$ cat src/rtl/microseq_ctrl_pkg.sv
// Shared microaddress sequencing types: sequencing ops, counter commands, fault codes.
package microseq_ctrl_pkg;

  localparam int unsigned MICROADDR_W = 11;

  typedef logic [MICROADDR_W-1:0] maddr_t;

  typedef enum logic [2:0] {
    SEQ_NEXT     = 3'd0,
    SEQ_JUMP     = 3'd1,
    SEQ_JCOND    = 3'd2,
    SEQ_CALL     = 3'd3,
    SEQ_RET      = 3'd4,
    SEQ_DISPATCH = 3'd5,
    SEQ_LDCNT    = 3'd6,
    SEQ_DJNZ     = 3'd7
  } seq_op_e;

  typedef enum logic [1:0] {
    CMD_NONE = 2'd0,
    CMD_INC  = 2'd1,
    CMD_LOAD = 2'd2
  } cmd_e;

  localparam logic [1:0] FAULT_NONE      = 2'd0;
  localparam logic [1:0] FAULT_OVERFLOW  = 2'd1;
  localparam logic [1:0] FAULT_UNDERFLOW = 2'd2;

endpackage

$ cat src/rtl/microseq_stack.sv
// Return-address LIFO for microsubroutine linkage; push/pop ignored when full/empty.
module microseq_stack #(
  parameter int unsigned DEPTH = 4,
  parameter int unsigned W     = 11
) (
  input  logic                         clk,
  input  logic                         reset,
  input  logic                         push_i,
  input  logic                         pop_i,
  input  logic [W-1:0]                 push_data_i,
  output logic [W-1:0]                 top_o,
  output logic [$clog2(DEPTH+1)-1:0]   sp_o,
  output logic                         full_o,
  output logic                         empty_o
);

  localparam int unsigned SP_W = $clog2(DEPTH + 1);

  logic [W-1:0]    mem_q [DEPTH];
  logic [SP_W-1:0] sp_q;

  assign full_o  = (sp_q == SP_W'(DEPTH));
  assign empty_o = (sp_q == '0);
  assign sp_o    = sp_q;

  always_ff @(posedge clk) begin
    if (reset) begin
      sp_q <= '0;
    end else if (push_i && !full_o) begin
      sp_q <= sp_q + SP_W'(1);
    end else if (pop_i && !empty_o) begin
      sp_q <= sp_q - SP_W'(1);
    end
  end

  // Entries carry no reset; occupancy alone defines validity.
  always_ff @(posedge clk) begin
    for (int unsigned i = 0; i < DEPTH; i++) begin
      if (!reset && push_i && !full_o && (sp_q == SP_W'(i))) begin
        mem_q[i] <= push_data_i;
      end
    end
  end

  always_comb begin
    top_o = '0;
    for (int unsigned i = 0; i < DEPTH; i++) begin
      if (sp_q == SP_W'(i + 1)) begin
        top_o = mem_q[i];
      end
    end
  end

endmodule

$ cat src/rtl/microseq_ctrl.sv
// Next-address controller: decodes the microword sequencing field into NONE/INC/LOAD.
// Optional loop counter ops (LDCNT/DJNZ) enabled by defining MICROSEQ_LOOP_EN.
module microseq_ctrl
  import microseq_ctrl_pkg::*;
#(
  parameter int unsigned STACK_DEPTH    = 4,
  parameter logic [10:0] DISPATCH_BASE  = 11'h400,
  parameter int unsigned DISPATCH_SHIFT = 2
) (
  input  logic                                clk,
  input  logic                                reset,
  input  seq_op_e                             seq_op,
  input  logic [MICROADDR_W-1:0]              target,
  input  logic [2:0]                          cond_sel,
  input  logic                                cond_inv,
  input  logic [7:0]                          flags,
  input  logic [7:0]                          opcode,
  input  logic                                stall,
  input  logic [MICROADDR_W-1:0]              cur_addr,
  output cmd_e                                cmd,
  output logic [MICROADDR_W-1:0]              load_addr,
  output logic [$clog2(STACK_DEPTH+1)-1:0]    sp,
  output logic                                fault,
  output logic [1:0]                          fault_code
);

  typedef enum logic {ST_RUN = 1'b0, ST_FAULT = 1'b1} state_e;

  state_e     state_q, state_d;
  logic [1:0] fault_code_q, fault_code_d;
  logic       fault_q;

  cmd_e   cmd_c;
  maddr_t load_addr_c;
  logic   push_c, pop_c;
  maddr_t stk_top;
  logic   stk_full, stk_empty;

`ifdef MICROSEQ_LOOP_EN
  logic [7:0] cnt_q, cnt_d;
`endif

  microseq_stack #(
    .DEPTH (STACK_DEPTH),
    .W     (MICROADDR_W)
  ) u_stack (
    .clk         (clk),
    .reset       (reset),
    .push_i      (push_c),
    .pop_i       (pop_c),
    .push_data_i (cur_addr + maddr_t'(1)),
    .top_o       (stk_top),
    .sp_o        (sp),
    .full_o      (stk_full),
    .empty_o     (stk_empty)
  );

  always_ff @(posedge clk) begin
    if (reset) begin
      state_q      <= ST_RUN;
      fault_code_q <= FAULT_NONE;
      fault_q      <= 1'b0;
`ifdef MICROSEQ_LOOP_EN
      cnt_q        <= 8'd0;
`endif
    end else begin
      state_q      <= state_d;
      fault_code_q <= fault_code_d;
      fault_q      <= (state_d == ST_FAULT);
`ifdef MICROSEQ_LOOP_EN
      cnt_q        <= cnt_d;
`endif
    end
  end

  // Decode; reset, stall and FAULT all fall through to the NONE defaults.
  always_comb begin
    state_d      = state_q;
    fault_code_d = fault_code_q;
    cmd_c        = CMD_NONE;
    load_addr_c  = '0;
    push_c       = 1'b0;
    pop_c        = 1'b0;
`ifdef MICROSEQ_LOOP_EN
    cnt_d        = cnt_q;
`endif
    if (!reset && (state_q == ST_RUN) && !stall) begin
      case (seq_op)
        SEQ_NEXT: cmd_c = CMD_INC;
        SEQ_JUMP: begin
          cmd_c       = CMD_LOAD;
          load_addr_c = target;
        end
        SEQ_JCOND: begin
          if (flags[cond_sel] ^ cond_inv) begin
            cmd_c       = CMD_LOAD;
            load_addr_c = target;
          end else begin
            cmd_c = CMD_INC;
          end
        end
        SEQ_DISPATCH: begin
          cmd_c       = CMD_LOAD;
          load_addr_c = maddr_t'(DISPATCH_BASE + (maddr_t'(opcode) << DISPATCH_SHIFT));
        end
        SEQ_CALL: begin
          if (!stk_full) begin
            push_c      = 1'b1;
            cmd_c       = CMD_LOAD;
            load_addr_c = target;
          end else begin
            fault_code_d = FAULT_OVERFLOW;
            state_d      = ST_FAULT;
          end
        end
        SEQ_RET: begin
          if (!stk_empty) begin
            pop_c       = 1'b1;
            cmd_c       = CMD_LOAD;
            load_addr_c = stk_top;
          end else begin
            fault_code_d = FAULT_UNDERFLOW;
            state_d      = ST_FAULT;
          end
        end
`ifdef MICROSEQ_LOOP_EN
        SEQ_LDCNT: begin
          cnt_d = target[7:0];
          cmd_c = CMD_INC;
        end
        SEQ_DJNZ: begin
          cnt_d = cnt_q - 8'd1;
          if (cnt_d != 8'd0) begin
            cmd_c       = CMD_LOAD;
            load_addr_c = target;
          end else begin
            cmd_c = CMD_INC;
          end
        end
`endif
        default: cmd_c = CMD_INC;
      endcase
    end
  end

  assign cmd        = cmd_c;
  assign load_addr  = load_addr_c;
  assign fault      = fault_q;
  assign fault_code = fault_code_q;

endmodule

$ cat config.mk
export PLATFORM = sky130hd
export DESIGN_NAME = microseq_ctrl
export DESIGN_NICKNAME = d
export VERILOG_FILES = /design/src/rtl/microseq_ctrl_pkg.sv /design/src/rtl/microseq_stack.sv /design/src/rtl/microseq_ctrl.sv
export SDC_FILE = /design/constraint.sdc
export NUM_CORES = 1
export LEC_CHECK = 0
export BUFFER_PORTS_ARGS = -buffer_cell sky130_fd_sc_hd__buf_2
export CORE_AREA = 2 2 91 93
export CTS_CLUSTER_DIAMETER = 120
export DETAILED_ROUTE_END_ITERATION = 10
export DIE_AREA = 0 0 93 95
export PLACE_DENSITY_LB_ADDON = 0.1
export SYNTH_ARGS = -nofsm -noshare
export SYNTH_HDL_FRONTEND = slang
export SYNTH_SLANG_ARGS = --single-unit
$ cat constraint.sdc
create_clock -name clk -period 3.39 [get_ports clk]
set_clock_uncertainty 0.2 [all_clocks]
set_input_delay 0.678 -clock clk [delete_from_list [all_inputs] [get_ports clk]]
set_output_delay 0.678 -clock clk [all_outputs]
set_load 0.02 [all_outputs]
Yosys cells after proc, flatten, opt, wreduce, memory -nomap -nowiden
Memory sizes are Yosys's and may differ from the RTL's.
Index checks and enable logic that the tools add are counted.
- flip-flop bits (word level): 6
- latch bits: 0
- memory bits (writable): 44
- memory bits (read-only): 0
- input bits: 48
- output and inout port bits: 19
- logic and storage cells: 91
- memories kept: 1
- memory list (memory ; words ; bits a word ; read ports ; clocked after memory_dff ; wr ports ; RTL line ; source):
    u_stack.mem_q ; 4 ; 11 ; 4 ; 0 ; 1 ; microseq_stack.sv:19 ; logic [W-1:0] mem_q [DEPTH];
- add/subtract/negate cells: 4
- multiply operators: 0
- div/mod/pow operators: 0
- $lt $le $gt $ge: 1
- equality and inequality tests: 11
- shift operators: 0
- muxes and demuxes: 47
- bitwise logic cells: 2
- reductions and logical operators: 22
- operators by type and width (operator ; number):
    $mux 11 ; 11
    $pmux 11 s5 ; 1
    $reduce_or 11->1 ; 3
    $mux 1 ; 20
    $mux 2 ; 9
    $eq 3x2->1 const B ; 4
    $add 11x1->11 const B ; 1
    $add 11x10->11 const A ; 1
    $logic_and 1x1->1 ; 10
    $eq 3x3->1 const B ; 3
    $pmux 2 s4 ; 1
    $eq 3x1->1 const B ; 2
    $mux 3 ; 2
    $logic_not 1->1 ; 4
    $lt 3x4->1 const B ; 1
    $ne 2x2->1 const B ; 2
    $pmux 2 s2 ; 1
    $reduce_and 4->1 ; 1
    $reduce_bool 2->1 ; 2
    $add 3x1->3 const B ; 1
    $bmux 1 s3 ; 1
    $logic_not 3->1 ; 1
    $sub 3x1->3 const B ; 1
    $pmux 1 s2 ; 1
    3 further kinds ; 3

Logic depth before layout (Yosys ltp)
- word-level depth: 13
- depth in mapped cells: 8
- depth with buffers taken out: 7

By module
A second synthesis with hierarchy kept.
- cell total of the unflattened synthesis: 280
- area, all modules: 2881.5 µm²
- modules (own cells, without submodules) (module ; instances ; cells each ; area each (µm²) ; sequential area each (µm²)):
    microseq_stack ; 1 ; 168 ; 2083.2 ; 1381.3
    microseq_ctrl ; 1 ; 112 ; 798.3 ; 60.1

Worst setup path after synthesis
OpenSTA, ideal clock, no wires.
- kind: reg-to-output
- from: register u_stack.sp_q[0] (netlist: u_stack.sp_o[0])
- to: output load_addr[2]
- arrival time: 2308 ps
- data required time: 2512 ps
- slack: 204 ps
- stages on the path, launching flop included: 9
- buffers on the path: 1
- path through: dfxtp_1 -> inv_1 -> ha_1 -> clkbuf_1 -> nor3b_1 -> a21oi_1 -> a221oi_1 -> a21oi_1 -> a21oi_1
- cells in the longest elaborated chain, start to end: 8
- elaborated cells on any way between the ends: 13
- classes of those cells: eq/ne (4); mux (8); reduce/logical (1)
- ends and longest elaborated chain (element ; RTL line ; source):
    from (decl) ; microseq_stack.sv:20 ; logic [SP_W-1:0] sp_q;
    from (signal assigned) ; microseq_stack.sv:30 ; sp_q <= sp_q + SP_W'(1);
    from (signal assigned) ; microseq_stack.sv:32 ; sp_q <= sp_q - SP_W'(1);
    $eq 3x1->1 ; microseq_stack.sv:48 ; if (sp_q == SP_W'(i + 1)) begin
    $mux 11 (4 in a row) ; microseq_stack.sv:48 ;
    $mux 11 ; microseq_ctrl.sv:117 ; if (!stk_empty) begin
    $pmux 11 s5 * ; microseq_ctrl.sv:88 ; case (seq_op)
    $mux 11 * ; microseq_ctrl.sv:87 ; if (!reset && (state_q == ST_RUN) && !stall) begin
    to (decl) ; microseq_ctrl.sv:21 ; output logic [MICROADDR_W-1:0] load_addr,
Mark *: on every way between the ends. The rest lies on a longest branch, timed or not.

Worst setup path after layout
- from: input cond_sel[1]
- to: output load_addr[7]
- cells in the longest elaborated chain, start to end: 6
- ends and longest elaborated chain (element ; RTL line ; source):
    from (decl) ; microseq_ctrl.sv:14 ; input logic [2:0] cond_sel,
    $bmux 1 s3 ; microseq_ctrl.sv:95 ; if (flags[cond_sel] ^ cond_inv) begin
    $mux 1 (implied by the code) ; microseq_ctrl.sv:95 ;
    $xor 1x1->1 ; microseq_ctrl.sv:95 ;
    $mux 11 ; microseq_ctrl.sv:95 ;
    $pmux 11 s5 ; microseq_ctrl.sv:88 ;
    $mux 11 ; microseq_ctrl.sv:87 ;
No other way between the ends. The select of a mux whose other input is x is not followed.

==> out/metrics.yaml <==
setup_path:
  crit_top_cell: "buf_2"
  r2r-start: "u_stack.sp_o[0]"
  arrival_ns: 2.38
  max_stage_delay_ns: 0.52
  critical_path_class: "in2out"
  crit_chain: "buf_2 > mux2i_1 > mux4_2 > mux2i_2 > buf_4 > o21ai_1 > a21oi_1 > buf_2"
  startpoint_type: "primary input"
  crit_fanout: 12
  crit_path_end_kind: "primary output"
  reg2reg_to: "u_stack.mem_q[2][9]"
  r2r_cells: 8
  slowest_stage: "mux4_2"
  critical_path_buf_inv_count: 3
  rrSetupSlack_ns: 0.58
  critPathRequiredTime_ns: 2.51
  path_delay_family: "multiplexers"
logic_synthesis:
  synth_most_common_cell: "edfxtp_1"
  yosysTopAreaCell: "edfxtp_1"
  yosys-top-cells-area: "edfxtp_1, a21oi_1, dfxtp_1"
  ys.flop_type: "edfxtp_1"
  yosysWarningCount: 0
  synth-edff-count: 44
  synth_seq_cells: 50
  ys_top_cells_by_count: "edfxtp_1, nand2_1, a21oi_1"
  synth_cell_types: 41
  async_flop_share_pct: 0
  syn_area_um2: 2690
  seq_area_frac_synth_pct: 53.58
  avgSynthCellArea_um2: 10.51
  synthCells: 256
  synth_top_area_share_pct: 49.12
  synth_nets: 311
clocking:
  cts_root_buf: "clkbuf_8"
  numCtsBuffers: 5
  clk_latency_ns: 0.30
  clk_path_buf_depth: 2
  cts_resized: 1
  path_clk_slew_ns: 0.09
  postCtsSetupBuffers: 0
  cts.sinks: 50
  postCtsHoldBufs: 0
  cts_tree: "yes"
  h-tree-depth: 2
power_and_ir_drop:
  p_comb_share_pct: 12.7
  power_frac_seq_pct: 54.3
  power.switching_uw: 285.4
  p_per_area_nw_per_um2: 375.3
  clkPwrFrac_pct: 33.0
  peakVddDrop_uv: 127.6
  p_sw_share_pct: 22.91
  cellLeakagePower_nw: 1.238
  p_int_uw: 960.4
detailed_routing:
  first_iter_violations: 91
  antenna_left: 0
  drtPass1Iterations: 4
  wl_per_cell_um: 16.77
  viasPerCell: 5.174
  drc: 0
  routed_wl_mm: 7.312
  vias: 2256
placed_design:
  placed_area_um2: 3197
  port_buffers: 66
  dp_hpwl_mm: 5.389
  gp_congestion: 0.8265
floorplanning:
  die_area_um2: 8835
  row_count: 33
  ios: 67
  die_w_um: 93
  die_h_um: 95
  core_area_um2: 7928
  initial_utilization_pct: 33.93
grt:
  first_global_vias: 2216
  track_usage_pct: 16.92
  grt_pass1_wl_mm: 11.28
  overflow: 0
  grt_max_degree: 16
  grt_antenna_before_repair: 0
cells_and_area:
  num_antenna_cells: 0
  area_growth_pct: 23.40
  nNetsFinal: 385
  design_area_um2: 3319
  drive_above_1_share_pct: 28.10
  final_util_pct: 41.87
min_path:
  hp-class: "reg2reg"
  hold_start: "fault"
  min_path_cells: 2
  hold_end: "fault"
sta:
  min_period_ns: 3.262
  fin_crit_sh_pct: 96.23
  max-slew-margin-rel_pct: 65.18
  finalSetupViolations: 0
  rsz0062_at_grt: "false"
  maxSlewViolCount: 0
  max_freq_ghz: 0.3065
  fin_tns_setup_ns: 0
  finalHoldViolations: 0
  worst_slew_pin_slew_ns: 0.5186
outcome:
  status: "finished clean"
run:
  drv_cap: 0
-- worst reg2reg max path, cell delays in order, from the launching register on --
cell     delay, ns
dfxtp_1       0.39
inv_1         0.12
ha_1          0.23
and2_2        0.32
nor3b_2       0.46
nand2_1       0.25
nor2_1        0.17
and2_1        0.14
buf_4         0.22
-- sequential cells by signal (all words and copies together) (netlist names) --
signal	flops
u_stack.mem_q	44
u_stack.sp_o	3
fault_code	2
fault	1
-- stage by stage --
| step | std cells | hold slack [ns] | worst slack (ns) | power (mW) |
|---|---|---|---|---|
| floorplan | 256 | 0.3282 | 0.2043 | 0.7782 |
| global placement | 428 | 0.2484 | 0.1529 | 0.8461 |
| detailed placement | 428 | 0.2571 | 0.1358 | 0.8469 |
| CTS | 436 | 0.2700 | 0.03389 | 1.249 |
| global route | 436 | 0.2788 | 0.01518 | 1.295 |
| finish | 436 | 0.2668 | 0.1278 | 1.246 |
-- worst max path at each step --
stage,slack (ns),cells past startpoint,from,end
finish,0.13,8,cond_sel[1],load_addr[7]
CTS,0.03,8,u_stack.sp_o[0],load_addr[7]
global placement,0.15,8,cond_sel[1],load_addr[2]
global route,0.02,8,u_stack.sp_o[0],load_addr[2]
floorplan,0.20,8,u_stack.sp_o[0],load_addr[2]
detailed placement,0.14,8,cond_sel[1],load_addr[2]
-- kinds of logic after synthesis --
logic type                 count (synthesis)  synth area share [%]
AOI/OAI and AO/OA                         77                 17.77
xor gates and xnor gates                  12                 3.907
adders and majority gates                  7                 3.256
buffers and inverters                     22                 3.488
DFF                                       50                 53.58
muxes                                     10                 4.372
and+or+nand+nor                           78                 13.63
-- layout make-up --
type,instances,area [um2]
fill,820,4608
sequential,50,1441
multi-input combinational,184,1171
timing repair buffer,80,435.4
tap,105,131.4
clock buffer,7,76.32
inverter,9,33.78
clock inverter,1,30.03
-- placed cells by master, fill, tap and decap left out, types with 7 or more instances in the layout --
cell,n
buf_2,66
edfxtp_1,44
nand2_1,32
a21oi_1,26
nor2_1,17
o21ai_1,14
buf_4,14
nand3_1,9
xnor2_1,9
inv_1,9
o211ai_1,8
mux2i_1,7
-- power by group through the flow --
stage | Clock (mW) | Combinational, mW | Sequential, mW
global route | 0.444 | 0.173 | 0.678
floorplan | 0 | 0.0850 | 0.693
finish | 0.411 | 0.158 | 0.677
global placement | 0 | 0.155 | 0.691
detailed placement | 0 | 0.156 | 0.691
CTS | 0.414 | 0.157 | 0.677
-- layer usage --
metal  vias to the layer above  wire length [um]  GRT usage (%)
met4                         0                63          4.779
li1                       1093                 -              -
met5                         -                 0              0
met2                        79              3577          30.37
met3                         4               415          3.033
met1                      1080              3255          20.89
Note: power is estimated with default switching activity, not from simulation.
